## src/rtl/video_mode_pkg.sv

```systemverilog
`default_nettype none
// ============================================================================
// Module : video_mode_pkg
// Brief  : Mode encodings, timing-set record, per-mode timing constants and
//          controller state encoding for the video mode controller.
// Rev    : 1.0  initial release
// ============================================================================
package video_mode_pkg;

    localparam logic [1:0] c_MODE_1080P = 2'd0;
    localparam logic [1:0] c_MODE_1080I = 2'd1;
    localparam logic [1:0] c_MODE_720P  = 2'd2;
    localparam logic [1:0] c_MODE_480P  = 2'd3;

    typedef enum logic [2:0] {
        S_IDLE       = 3'd0,
        S_WAIT_FRAME = 3'd1,
        S_BLANK      = 3'd2,
        S_APPLY      = 3'd3,
        S_SETTLE     = 3'd4,
        S_UNBLANK    = 3'd5
    } vmc_state_t;

    typedef struct packed {
        logic [11:0] v_total_0;
        logic [11:0] v_fp_0;
        logic [11:0] v_bp_0;
        logic [11:0] v_sync_0;
        logic [11:0] v_total_1;
        logic [11:0] v_fp_1;
        logic [11:0] v_bp_1;
        logic [11:0] v_sync_1;
        logic [11:0] h_total;
        logic [11:0] h_fp;
        logic [11:0] h_bp;
        logic [11:0] h_sync;
        logic [11:0] hv_offset_0;
        logic [11:0] hv_offset_1;
        logic [19:0] ramp_step;
        logic        interlaced;
    } timing_set_t;

    localparam timing_set_t c_TIMING_1080P = '{
        v_total_0: 12'd1125, v_fp_0: 12'd4, v_bp_0: 12'd36, v_sync_0: 12'd5,
        v_total_1: 12'd0,    v_fp_1: 12'd0, v_bp_1: 12'd0,  v_sync_1: 12'd0,
        h_total: 12'd2200, h_fp: 12'd88, h_bp: 12'd148, h_sync: 12'd44,
        hv_offset_0: 12'd0, hv_offset_1: 12'd0,
        ramp_step: 20'h00222, interlaced: 1'b0};

    localparam timing_set_t c_TIMING_1080I = '{
        v_total_0: 12'd562, v_fp_0: 12'd2, v_bp_0: 12'd15, v_sync_0: 12'd5,
        v_total_1: 12'd563, v_fp_1: 12'd2, v_bp_1: 12'd16, v_sync_1: 12'd5,
        h_total: 12'd2200, h_fp: 12'd88, h_bp: 12'd148, h_sync: 12'd44,
        hv_offset_0: 12'd0, hv_offset_1: 12'd1100,
        ramp_step: 20'h00222, interlaced: 1'b1};

    localparam timing_set_t c_TIMING_720P = '{
        v_total_0: 12'd750, v_fp_0: 12'd5, v_bp_0: 12'd20, v_sync_0: 12'd5,
        v_total_1: 12'd0,   v_fp_1: 12'd0, v_bp_1: 12'd0,  v_sync_1: 12'd0,
        h_total: 12'd1650, h_fp: 12'd110, h_bp: 12'd220, h_sync: 12'd40,
        hv_offset_0: 12'd0, hv_offset_1: 12'd0,
        ramp_step: 20'h00333, interlaced: 1'b0};

    localparam timing_set_t c_TIMING_480P = '{
        v_total_0: 12'd525, v_fp_0: 12'd10, v_bp_0: 12'd32, v_sync_0: 12'd3,
        v_total_1: 12'd0,   v_fp_1: 12'd0,  v_bp_1: 12'd0,  v_sync_1: 12'd0,
        h_total: 12'd880, h_fp: 12'd24, h_bp: 12'd96, h_sync: 12'd40,
        hv_offset_0: 12'd0, hv_offset_1: 12'd0,
        ramp_step: 20'h005B0, interlaced: 1'b0};

    function automatic logic [11:0] active_pix(input timing_set_t t);
        return t.h_total - (t.h_fp + t.h_bp + t.h_sync);
    endfunction

    // Progressive modes carry an all-zero field 1, so only field 0 counts.
    function automatic logic [11:0] active_lines(input timing_set_t t);
        logic [11:0] f0;
        logic [11:0] f1;
        f0 = t.v_total_0 - (t.v_fp_0 + t.v_bp_0 + t.v_sync_0);
        f1 = t.v_total_1 - (t.v_fp_1 + t.v_bp_1 + t.v_sync_1);
        return t.interlaced ? (f0 + f1) : f0;
    endfunction

endpackage
`default_nettype wire

```

## src/rtl/video_mode_rom.sv

```systemverilog
`default_nettype none
// ============================================================================
// Module : video_mode_rom
// Brief  : Combinational lookup from mode code to its full timing set.
// Rev    : 1.0  initial release
// ============================================================================
module video_mode_rom
    import video_mode_pkg::*;
(
    input  logic [1:0]  i_mode,
    output timing_set_t o_timing
);

    always_comb begin
        o_timing = c_TIMING_1080P;
        unique case (i_mode)
            c_MODE_1080I: o_timing = c_TIMING_1080I;
            c_MODE_720P:  o_timing = c_TIMING_720P;
            c_MODE_480P:  o_timing = c_TIMING_480P;
            default:      o_timing = c_TIMING_1080P;
        endcase
    end

endmodule
`default_nettype wire

```

## src/rtl/video_mode_ctrl.sv

```systemverilog
`default_nettype none
// ============================================================================
// Module : video_mode_ctrl
// Brief  : Frame-aligned video mode switcher: blanks output, reloads timing,
//          pulses timing reset, unblanks on the next frame. Optional frame
//          edge watchdog enabled by defining VMC_TIMEOUT_EN.
// Rev    : 1.0  initial release
// ============================================================================
module video_mode_ctrl
    import video_mode_pkg::*;
#(
    parameter int BLANK_FRAMES   = 2,
    parameter int RST_CYCLES     = 4,
    parameter int TIMEOUT_CYCLES = 4194304
) (
    input  logic        clk_in,
    input  logic        reset,
    input  logic        mode_req,
    input  logic [1:0]  mode_sel,
    output logic        mode_ack,
    output logic        mode_done,
    output logic        busy,
    input  logic        vs_in,
    output logic        timing_rst,
    output logic        blank,
    output logic [1:0]  cur_mode,
    output logic        interlaced,
    output logic [11:0] v_total_0,
    output logic [11:0] v_fp_0,
    output logic [11:0] v_bp_0,
    output logic [11:0] v_sync_0,
    output logic [11:0] v_total_1,
    output logic [11:0] v_fp_1,
    output logic [11:0] v_bp_1,
    output logic [11:0] v_sync_1,
    output logic [11:0] h_total,
    output logic [11:0] h_fp,
    output logic [11:0] h_bp,
    output logic [11:0] h_sync,
    output logic [11:0] hv_offset_0,
    output logic [11:0] hv_offset_1,
    output logic [11:0] total_active_pix,
    output logic [11:0] total_active_lines,
    output logic [19:0] ramp_step
);

    localparam logic [3:0] c_FRAMES_LAST = 4'(BLANK_FRAMES - 1);
    localparam logic [7:0] c_RST_LAST    = 8'(RST_CYCLES - 1);

    vmc_state_t  r_state;
    vmc_state_t  w_next;
    logic        r_vs_d;
    logic        w_vs_rise;
    logic        w_edge;
    logic        w_accept;
    logic        w_change;
    logic        r_ack;
    logic        r_done;
    logic        r_done_pend;
    logic        r_blank;
    logic        r_timing_rst;
    logic [1:0]  r_sel;
    logic [1:0]  r_cur_mode;
    logic [3:0]  r_frame_cnt;
    logic [7:0]  r_rst_cnt;
    logic [11:0] r_act_pix;
    logic [11:0] r_act_lines;
    timing_set_t w_rom;
    timing_set_t r_timing;

    assign w_vs_rise = vs_in & ~r_vs_d;
    // r_ack masks the cycle where the requester has not yet seen the ack.
    assign w_accept  = (r_state == S_IDLE) && mode_req && !r_ack;
    assign w_change  = w_accept && (mode_sel != r_cur_mode);

`ifdef VMC_TIMEOUT_EN
    localparam int              c_WD_W    = $clog2(TIMEOUT_CYCLES + 1);
    localparam logic [c_WD_W-1:0] c_WD_LAST = c_WD_W'(TIMEOUT_CYCLES - 1);

    logic [c_WD_W-1:0] r_wd;
    logic              w_waiting;

    assign w_waiting = (r_state == S_WAIT_FRAME) || (r_state == S_BLANK) ||
                       (r_state == S_UNBLANK);
    assign w_edge    = w_vs_rise || (w_waiting && (r_wd == c_WD_LAST));

    always_ff @(posedge clk_in) begin
        if (reset || !w_waiting || w_edge || (w_next != r_state)) begin
            r_wd <= '0;
        end else begin
            r_wd <= r_wd + 1'b1;
        end
    end
`else
    // Watchdog limit has no effect in this build.
    logic [31:0] w_unused_timeout;
    assign w_unused_timeout = 32'(TIMEOUT_CYCLES);
    assign w_edge           = w_vs_rise;
`endif

    video_mode_rom u_rom (
        .i_mode   (r_sel),
        .o_timing (w_rom)
    );

    always_ff @(posedge clk_in) begin
        if (reset) begin
            r_state <= S_IDLE;
        end else begin
            r_state <= w_next;
        end
    end

    always_comb begin
        w_next = r_state;
        unique case (r_state)
            S_IDLE:       if (w_change) w_next = S_WAIT_FRAME;
            S_WAIT_FRAME: if (w_edge) w_next = S_BLANK;
            S_BLANK:      if (w_edge && (r_frame_cnt == c_FRAMES_LAST)) w_next = S_APPLY;
            S_APPLY:      w_next = S_SETTLE;
            S_SETTLE:     if (r_rst_cnt == c_RST_LAST) w_next = S_UNBLANK;
            S_UNBLANK:    if (w_edge) w_next = S_IDLE;
            default:      w_next = S_IDLE;
        endcase
    end

    always_ff @(posedge clk_in) begin
        if (reset) begin
            r_vs_d       <= 1'b0;
            r_ack        <= 1'b0;
            r_done       <= 1'b0;
            r_done_pend  <= 1'b0;
            r_blank      <= 1'b0;
            r_timing_rst <= 1'b0;
            r_sel        <= c_MODE_1080P;
            r_cur_mode   <= c_MODE_1080P;
            r_frame_cnt  <= '0;
            r_rst_cnt    <= '0;
            r_timing     <= c_TIMING_1080P;
            r_act_pix    <= active_pix(c_TIMING_1080P);
            r_act_lines  <= active_lines(c_TIMING_1080P);
        end else begin
            r_vs_d      <= vs_in;
            r_ack       <= w_accept;
            r_done_pend <= w_accept && (mode_sel == r_cur_mode);
            r_done      <= r_done_pend || ((r_state == S_UNBLANK) && w_edge);

            if (w_accept) begin
                r_sel <= mode_sel;
            end

            if (w_change) begin
                r_blank <= 1'b1;
            end else if ((r_state == S_UNBLANK) && w_edge) begin
                r_blank <= 1'b0;
            end

            if ((r_state == S_WAIT_FRAME) && w_edge) begin
                r_frame_cnt <= '0;
            end else if ((r_state == S_BLANK) && w_edge) begin
                r_frame_cnt <= r_frame_cnt + 1'b1;
            end

            r_rst_cnt <= (r_state == S_SETTLE) ? r_rst_cnt + 1'b1 : '0;

            // Timing reset is visible exactly for the SETTLE cycles.
            if (r_state == S_APPLY) begin
                r_timing     <= w_rom;
                r_cur_mode   <= r_sel;
                r_act_pix    <= active_pix(w_rom);
                r_act_lines  <= active_lines(w_rom);
                r_timing_rst <= 1'b1;
            end else if ((r_state == S_SETTLE) && (w_next == S_UNBLANK)) begin
                r_timing_rst <= 1'b0;
            end
        end
    end

    assign mode_ack           = r_ack;
    assign mode_done          = r_done;
    assign busy               = (r_state != S_IDLE);
    assign timing_rst         = r_timing_rst;
    assign blank              = r_blank;
    assign cur_mode           = r_cur_mode;
    assign interlaced         = r_timing.interlaced;
    assign v_total_0          = r_timing.v_total_0;
    assign v_fp_0             = r_timing.v_fp_0;
    assign v_bp_0             = r_timing.v_bp_0;
    assign v_sync_0           = r_timing.v_sync_0;
    assign v_total_1          = r_timing.v_total_1;
    assign v_fp_1             = r_timing.v_fp_1;
    assign v_bp_1             = r_timing.v_bp_1;
    assign v_sync_1           = r_timing.v_sync_1;
    assign h_total            = r_timing.h_total;
    assign h_fp               = r_timing.h_fp;
    assign h_bp               = r_timing.h_bp;
    assign h_sync             = r_timing.h_sync;
    assign hv_offset_0        = r_timing.hv_offset_0;
    assign hv_offset_1        = r_timing.hv_offset_1;
    assign ramp_step          = r_timing.ramp_step;
    assign total_active_pix   = r_act_pix;
    assign total_active_lines = r_act_lines;

endmodule
`default_nettype wire

```

## config.mk

```make
export PLATFORM = sky130hd
export DESIGN_NAME = video_mode_ctrl
export DESIGN_NICKNAME = d
export VERILOG_FILES = /design/src/rtl/video_mode_pkg.sv /design/src/rtl/video_mode_rom.sv /design/src/rtl/video_mode_ctrl.sv
export SDC_FILE = /design/constraint.sdc
export NUM_CORES = 1
export LEC_CHECK = 0
export BUFFER_PORTS_ARGS = -buffer_cell sky130_fd_sc_hd__buf_2
export CAP_MARGIN = 30
export CORE_ASPECT_RATIO = 0.6
export CORE_MARGIN = 1.5
export CORE_UTILIZATION = 48
export DETAILED_ROUTE_END_ITERATION = 6
export HOLD_SLACK_MARGIN = 0.1
export PLACE_DENSITY = 0.7
export SETUP_SLACK_MARGIN = 0.1
export SLEW_MARGIN = 20
export SYNTH_ARGS = -nofsm -noshare
export SYNTH_HDL_FRONTEND = slang
export SYNTH_HIERARCHICAL = 1
export SYNTH_SLANG_ARGS = --single-unit
export TNS_END_PERCENT = 5
```

## constraint.sdc

```tcl
create_clock -name clk_in -period 11.2 [get_ports clk_in]
set_input_delay 1.68 -clock clk_in [delete_from_list [all_inputs] [get_ports clk_in]]
set_output_delay 1.68 -clock clk_in [all_outputs]
set_load 0.1 [all_outputs]
```

**Word-level counts from Yosys, hierarchy flattened**

Cells that the tools add are included.

- Register bits: 238
- Logic and storage cells: 86

- Add/sub/neg operators: 12
- Equality and inequality tests: 13
- Muxes and demuxes: 12
- Bitwise operators: 3
- Reduce and logical (&&, ||, !) cells: 17

Operator list:

| operator | count |
|---|---|
| 188-bit one-hot mux with 3 select lines | 1 |
| 12-bit adder | 7 |
| 12-bit subtractor | 3 |
| 3-bit one-hot mux with 6 select lines | 1 |
| 3-bit 2-to-1 mux | 5 |
| 12-bit 2-to-1 mux | 1 |
| 3-bit equality test, second input constant | 3 |
| 1-bit logical AND | 9 |
| 8-bit by 1-bit adder with 8-bit output, second input constant | 1 |
| 8-bit by 2-bit equality test with 1-bit output, second input constant | 1 |
| 3-bit by 2-bit equality test with 1-bit output, second input constant | 2 |
| 4-bit by 1-bit adder with 4-bit output, second input constant | 1 |
| 2-bit equality test, second input constant | 2 |
| 4-bit by 1-bit equality test with 1-bit output, second input constant | 1 |
| 1-bit 2-to-1 mux | 4 |
| 2-bit nonzero test | 2 |
| 2-bit OR reduction | 2 |
| 3-bit by 1-bit equality test with 1-bit output, second input constant | 1 |
| 3-bit logical NOT | 1 |
| 3-bit nonzero test | 1 |
| 2-bit by 1-bit equality test with 1-bit output, second input constant | 1 |
| 2-bit equality test | 1 |
| 2-bit inequality test | 1 |
| 1-bit NOT | 2 |
| other kinds (3) | 3 |

**Logic depth before layout (Yosys ltp)**

- Word-level depth: 10
- Mapped depth: 24
- Gate-level depth less buffers: 24

**Cells and area by module**

Netlist, hierarchy kept.

Modules (own cells, without submodules):

| module | instances | cells an instance | area each (µm²) | sequential area each (µm²) |
|---|---|---|---|---|
| video_mode_ctrl | 1 | 1420 | 11922.7 | 4764.6 |
| video_mode_rom | 1 | 196 | 1476.4 | 0.0 |

**Worst setup path after synthesis**

OpenSTA, ideal clock, no wires.

- Path type: register to register
- Start: register r_sel[1]
- End: register r_act_lines[11] (netlist: total_active_lines[11])
- Setup time: 0.080 ns
- Arrival time: 5.317 ns
- Required time: 11.120 ns
- Slack: 5.804 ns
- Stages on the path, launching flop included: 25
- Path buffers: 1
- Period minus slack after synthesis: 5.396 ns
- Path through: dfxtp_1 > inv_1 > ha_1 > buf_4 > inv_1 > fa_1 > inv_1 > fa_1 > inv_1 > ha_1 > o21a_1 > nand2_1 > a221oi_2 > nor2_1 > xnor2_1 > fa_1 > ha_1 > and2_1 > o21ai_0 > o21ai_2 > a21oi_4 > o41ai_1 > a21boi_2 > xnor2_1 > a211oi_2

RTL lines:

| element | RTL line | text |
|---|---|---|
| from (decl) | video_mode_ctrl.sv:62 | `logic [1:0] r_sel;` |
| from (signal assigned) | video_mode_ctrl.sv:135 | `r_sel <= c_MODE_1080P;` |
| from (signal assigned) | video_mode_ctrl.sv:149 | `r_sel <= mode_sel;` |
| to (signal assigned) | video_mode_ctrl.sv:141 | `r_act_lines <= active_lines(c_TIMING_1080P);` |
| to (signal assigned) | video_mode_ctrl.sv:171 | `r_act_lines <= active_lines(w_rom);` |
| to (decl) | video_mode_ctrl.sv:67 | `logic [11:0] r_act_lines;` |

==> flow_metrics.py <==
metrics = {
    "global_routing": {
        "overflow": 0,
        "gr-usage-all-layers_pct": 21.5,
        "antenna_found_initial": 0,
        "grt_max_degree": 94,
        "use_met2_pct": 31.5,
        "groute.layer.met1.usage_pct": 31.8,
        "grt_pass1_wl_um": 50100,
        "first_global_vias": 9531,
        "grt-busiest-layer": "met1",
        "globalRouteMet3Util_pct": 5.61,
    },
    "final_layout": {
        "most-common-layout-cells": "407 x nand2_1, 238 x dfxtp_1, 224 x buf_2",
        "nNetsFinal": 1876,
        "drive_gt1_share_pct": 16.6,
        "fill_cells": 2683,
        "layout.cells.non_filler": 2129,
        "final_common_cell": "nand2_1",
        "diodes": 0,
        "fin_util_pct": 53.6,
        "area_delta_synth_final_pct": 10.0,
        "fin_area_um2": 14700,
    },
    "sta": {
        "drv_slew": 0,
        "post-route-period-util_pct": 56.1,
        "grt_setup_unrepaired": "false",
        "tns_ns": 0,
        "worst_slack_ns": 4.92,
        "hold_ws_ns": 0.450,
        "worst_pin_slew_ns": 0.874,
        "fmax_mhz": 159,
        "clock_skew_ns": 0.00945,
        "setup_viol": 0,
        "slew_headroom_pct": 41.8,
        "hold_viol_final": 0,
        "period_needed_ns": 6.28,
    },
    "logic_synthesis": {
        "synth_seq_cells": 238,
        "synth_edf_count": 0,
        "synth.distinct_cells": 57,
        "yosysTopAreaCellShare_pct": 35.6,
        "synth_top_area_cell": "dfxtp_1",
        "synth_seq_area_share_pct": 35.6,
        "ys_async_sr_fraction_pct": 0,
        "netlist_instances": 1616,
        "ys.flop_type": "dfxtp_1",
        "netlist_area_um2": 13400,
        "synth_area_leaders": "dfxtp_1 36%, nand2_1 11%, fa_1 11%, buf_4 9.8%, a21oi_1 7.1%",
        "yosys_warnings": 6,
        "syn_avg_cell_area_um2": 8.29,
    },
    "detailed_routing": {
        "drt-pass1-iter-count": 4,
        "drt-wirelength-per-cell_um": 14.6,
        "dr_total_vias": 10000,
        "ant_nets": 0,
        "drcViolationCount": 0,
        "drtIter0Drc": 531,
        "viasPerCell": 4.71,
        "drt_wl_total_um": 31000,
    },
    "die": {
        "rows": 47,
        "die_area_um2": 29000,
        "coreArea_um2": 27500,
        "ios": 226,
        "dieHeight_um": 132,
        "die_w_um": 219,
        "start_util_pct": 48.7,
    },
    "place": {
        "dpl_cell_area_um2": 13900,
        "place.gp.congestion": 0.848,
        "port_buffers": 225,
        "place_inst": 2087,
        "dp_hpwl_um": 22600,
        "pre_cts_ws_ns": 4.94,
    },
    "power_and_ir_drop": {
        "total_power_mw": 2.93,
        "cellPowerDensity_nw_per_um2": 199,
        "clkPwrFrac_pct": 29.0,
        "p_switching_mw": 1.04,
        "internal_power_mw": 1.89,
        "ir_worst_vdd_uv": 144,
        "power_frac_seq_pct": 29.4,
        "power_leakage_nw": 6.47,
        "switching_share_pct": 35.6,
        "pwr-share-comb_pct": 41.6,
    },
    "setup_path": {
        "path_delay_family": "adder cells",
        "start_kind": "flop",
        "critPathMaxStageDelay_ns": 0.53,
        "r2r_start": "r_sel[1]$_SDFFE_PP0P_",
        "crit_top_cell": "fa_1",
        "slowest_stage": "buf_4",
        "end_kind": "flop",
        "worst_ep_arrival_time_ns": 6.65,
        "rr_worst_depth": 24,
        "r2r_end": "total_active_lines[11]$_SDFFE_PP0P_",
        "critPathKind": "reg2reg",
        "crit_path_end": "total_active_lines[11]$_SDFFE_PP0P_",
        "ff2ff_setup_slack_ns": 4.92,
        "startpoint": "r_sel[1]$_SDFFE_PP0P_",
        "cp_max_fo": 37,
        "cp_num_buf_inv": 4,
        "crit_chain": "inv_1 -> ha_2 -> buf_4 -> ha_1 -> fa_1 -> inv_1 -> fa_1 -> inv_1 -> fa_1 -> nor2b_1 -> o21ai_1 -> a21oi_1 -> o41ai_1 -> o21ai_1 -> xor2_1 -> fa_1 -> xnor2_1 -> xnor2_2 -> xnor2_4 -> mux2i_4 -> o41ai_1 -> a21boi_2 -> xnor2_1 -> a211oi_2",
        "path_depth": 24,
        "worstPathRequired_ns": 11.57,
    },
    "clocking": {
        "insertion_delay_ns": 0.52,
        "cts.clk_slew.worst_paths_ns": 0.06,
        "cts_buffers": 24,
        "clock_sinks": 238,
        "cts_hold_buf": 0,
        "cts-root-buf": "clkbuf_16",
        "cts_tree": "yes",
        "htreeDepth": 1,
        "cts.path.max_buffers": 3,
        "postCtsSetupBuffers": 0,
        "cts_resized": 0,
    },
    "run": {
        "cap_violations": 0,
    },
    "run_status": {
        "status": "finished clean",
    },
    "min_path": {
        "hold_class": "reg2reg",
    },
}
==> metal layers <==
| layer | part of all wire, % | vias up | wire length, um |
|---|---|---|---|
| li1 | - | 5062 | - |
| met1 | 49 | 4735 | 15300 |
| met2 | 43 | 189 | 13200 |
| met3 | 6.5 | 35 | 2010 |
| met4 | 1.7 | 0 | 538 |
| met5 | 0 | - | 0 |
==> worst min path at each step <==
stage                     slack (ns)  depth (start not counted)                       from                        end
after detailed placement        0.44                          2  v_total_1[5]$_SDFFE_PP0P_  v_total_1[5]$_SDFFE_PP0P_
after CTS                       0.45                          2  v_total_1[5]$_SDFFE_PP0P_  v_total_1[5]$_SDFFE_PP0P_
after floorplan                 0.41                          1    r_rst_cnt[0]$_SDFF_PP0_    r_rst_cnt[0]$_SDFF_PP0_
after global routing            0.47                          2    v_bp_1[11]$_SDFFE_PP0P_    v_bp_1[11]$_SDFFE_PP0P_
after global placement          0.43                          1    r_rst_cnt[0]$_SDFF_PP0_    r_rst_cnt[0]$_SDFF_PP0_
final                           0.45                          2    v_bp_1[11]$_SDFFE_PP0P_    v_bp_1[11]$_SDFFE_PP0P_
==> registers in the layout, indices dropped and copies added, names as in the netlist, 8 cells and up <==
signal              flops
v_bp_1                 12
total_active_pix       12
v_sync_0               12
h_total                12
v_fp_0                 12
r_rst_cnt               8
hv_offset_1            12
v_sync_1               12
v_fp_1                 12
v_bp_0                 12
v_total_1              12
total_active_lines     12
h_sync                 12
hv_offset_0            12
v_total_0              12
h_bp                   12
ramp_step              20
h_fp                   12
==> cell type report <==
class | instances | area (um2) | share of cell area [%]
clock buffers | 34 | 709 | 4.81
clock inverters | 8 | 121 | 0.823
multi-input cells | 1098 | 6890 | 46.7
repair buffers | 235 | 1240 | 8.41
flip-flops and latches | 238 | 4760 | 32.3
well taps | 367 | 459 | 3.11
inverters | 149 | 559 | 3.79
==> cells by family after synthesis <==
group	count (synthesis)	share of synthesized area (%)
muxes	14	1.15
xor gates and xnor gates	55	3.99
and+or+nand+nor	513	15.2
buffers and inverters	403	16.5
DFF	238	35.6
adders and majority gates	124	15.8
AOI/OAI and AO/OA	267	11.7
other	2	0.0560
==> power by group through the flow <==
stage | clock (mW) | sequential (mW) | combinational (mW)
final | 0.850 | 0.860 | 1.22
after global routing | 0.900 | 0.861 | 1.37
after CTS | 0.868 | 0.860 | 1.21
after detailed placement | 0 | 0.879 | 1.20
after global placement | 0 | 0.879 | 1.15
after floorplan | 0 | 0.927 | 1.00
==> synthesized netlist by cell type, drive strengths merged (13+ instances only) <==
library cell / instances
a211oi: 13
a21oi: 193
buf: 176
clkbuf: 78
dfxtp: 238
fa: 76
ha: 48
inv: 149
mux2i: 13
nand2: 407
nand3: 24
nor2: 48
o211ai: 13
o21ai: 13
xnor2: 43
==> worst reg2reg max path: cells and delay by family (launching register included) <==
| kind | cells | cell delay (ns) |
|---|---|---|
| adders and majority gates | 6 | 2.29 |
| AOI/OAI and AO/OA | 7 | 1.35 |
| xor gates and xnor gates | 5 | 0.99 |
| buffers and inverters | 4 | 0.84 |
| DFF | 1 | 0.37 |
| muxes | 1 | 0.24 |
| and+or+nand+nor | 1 | 0.06 |
Power figures use the tool's default switching activity.
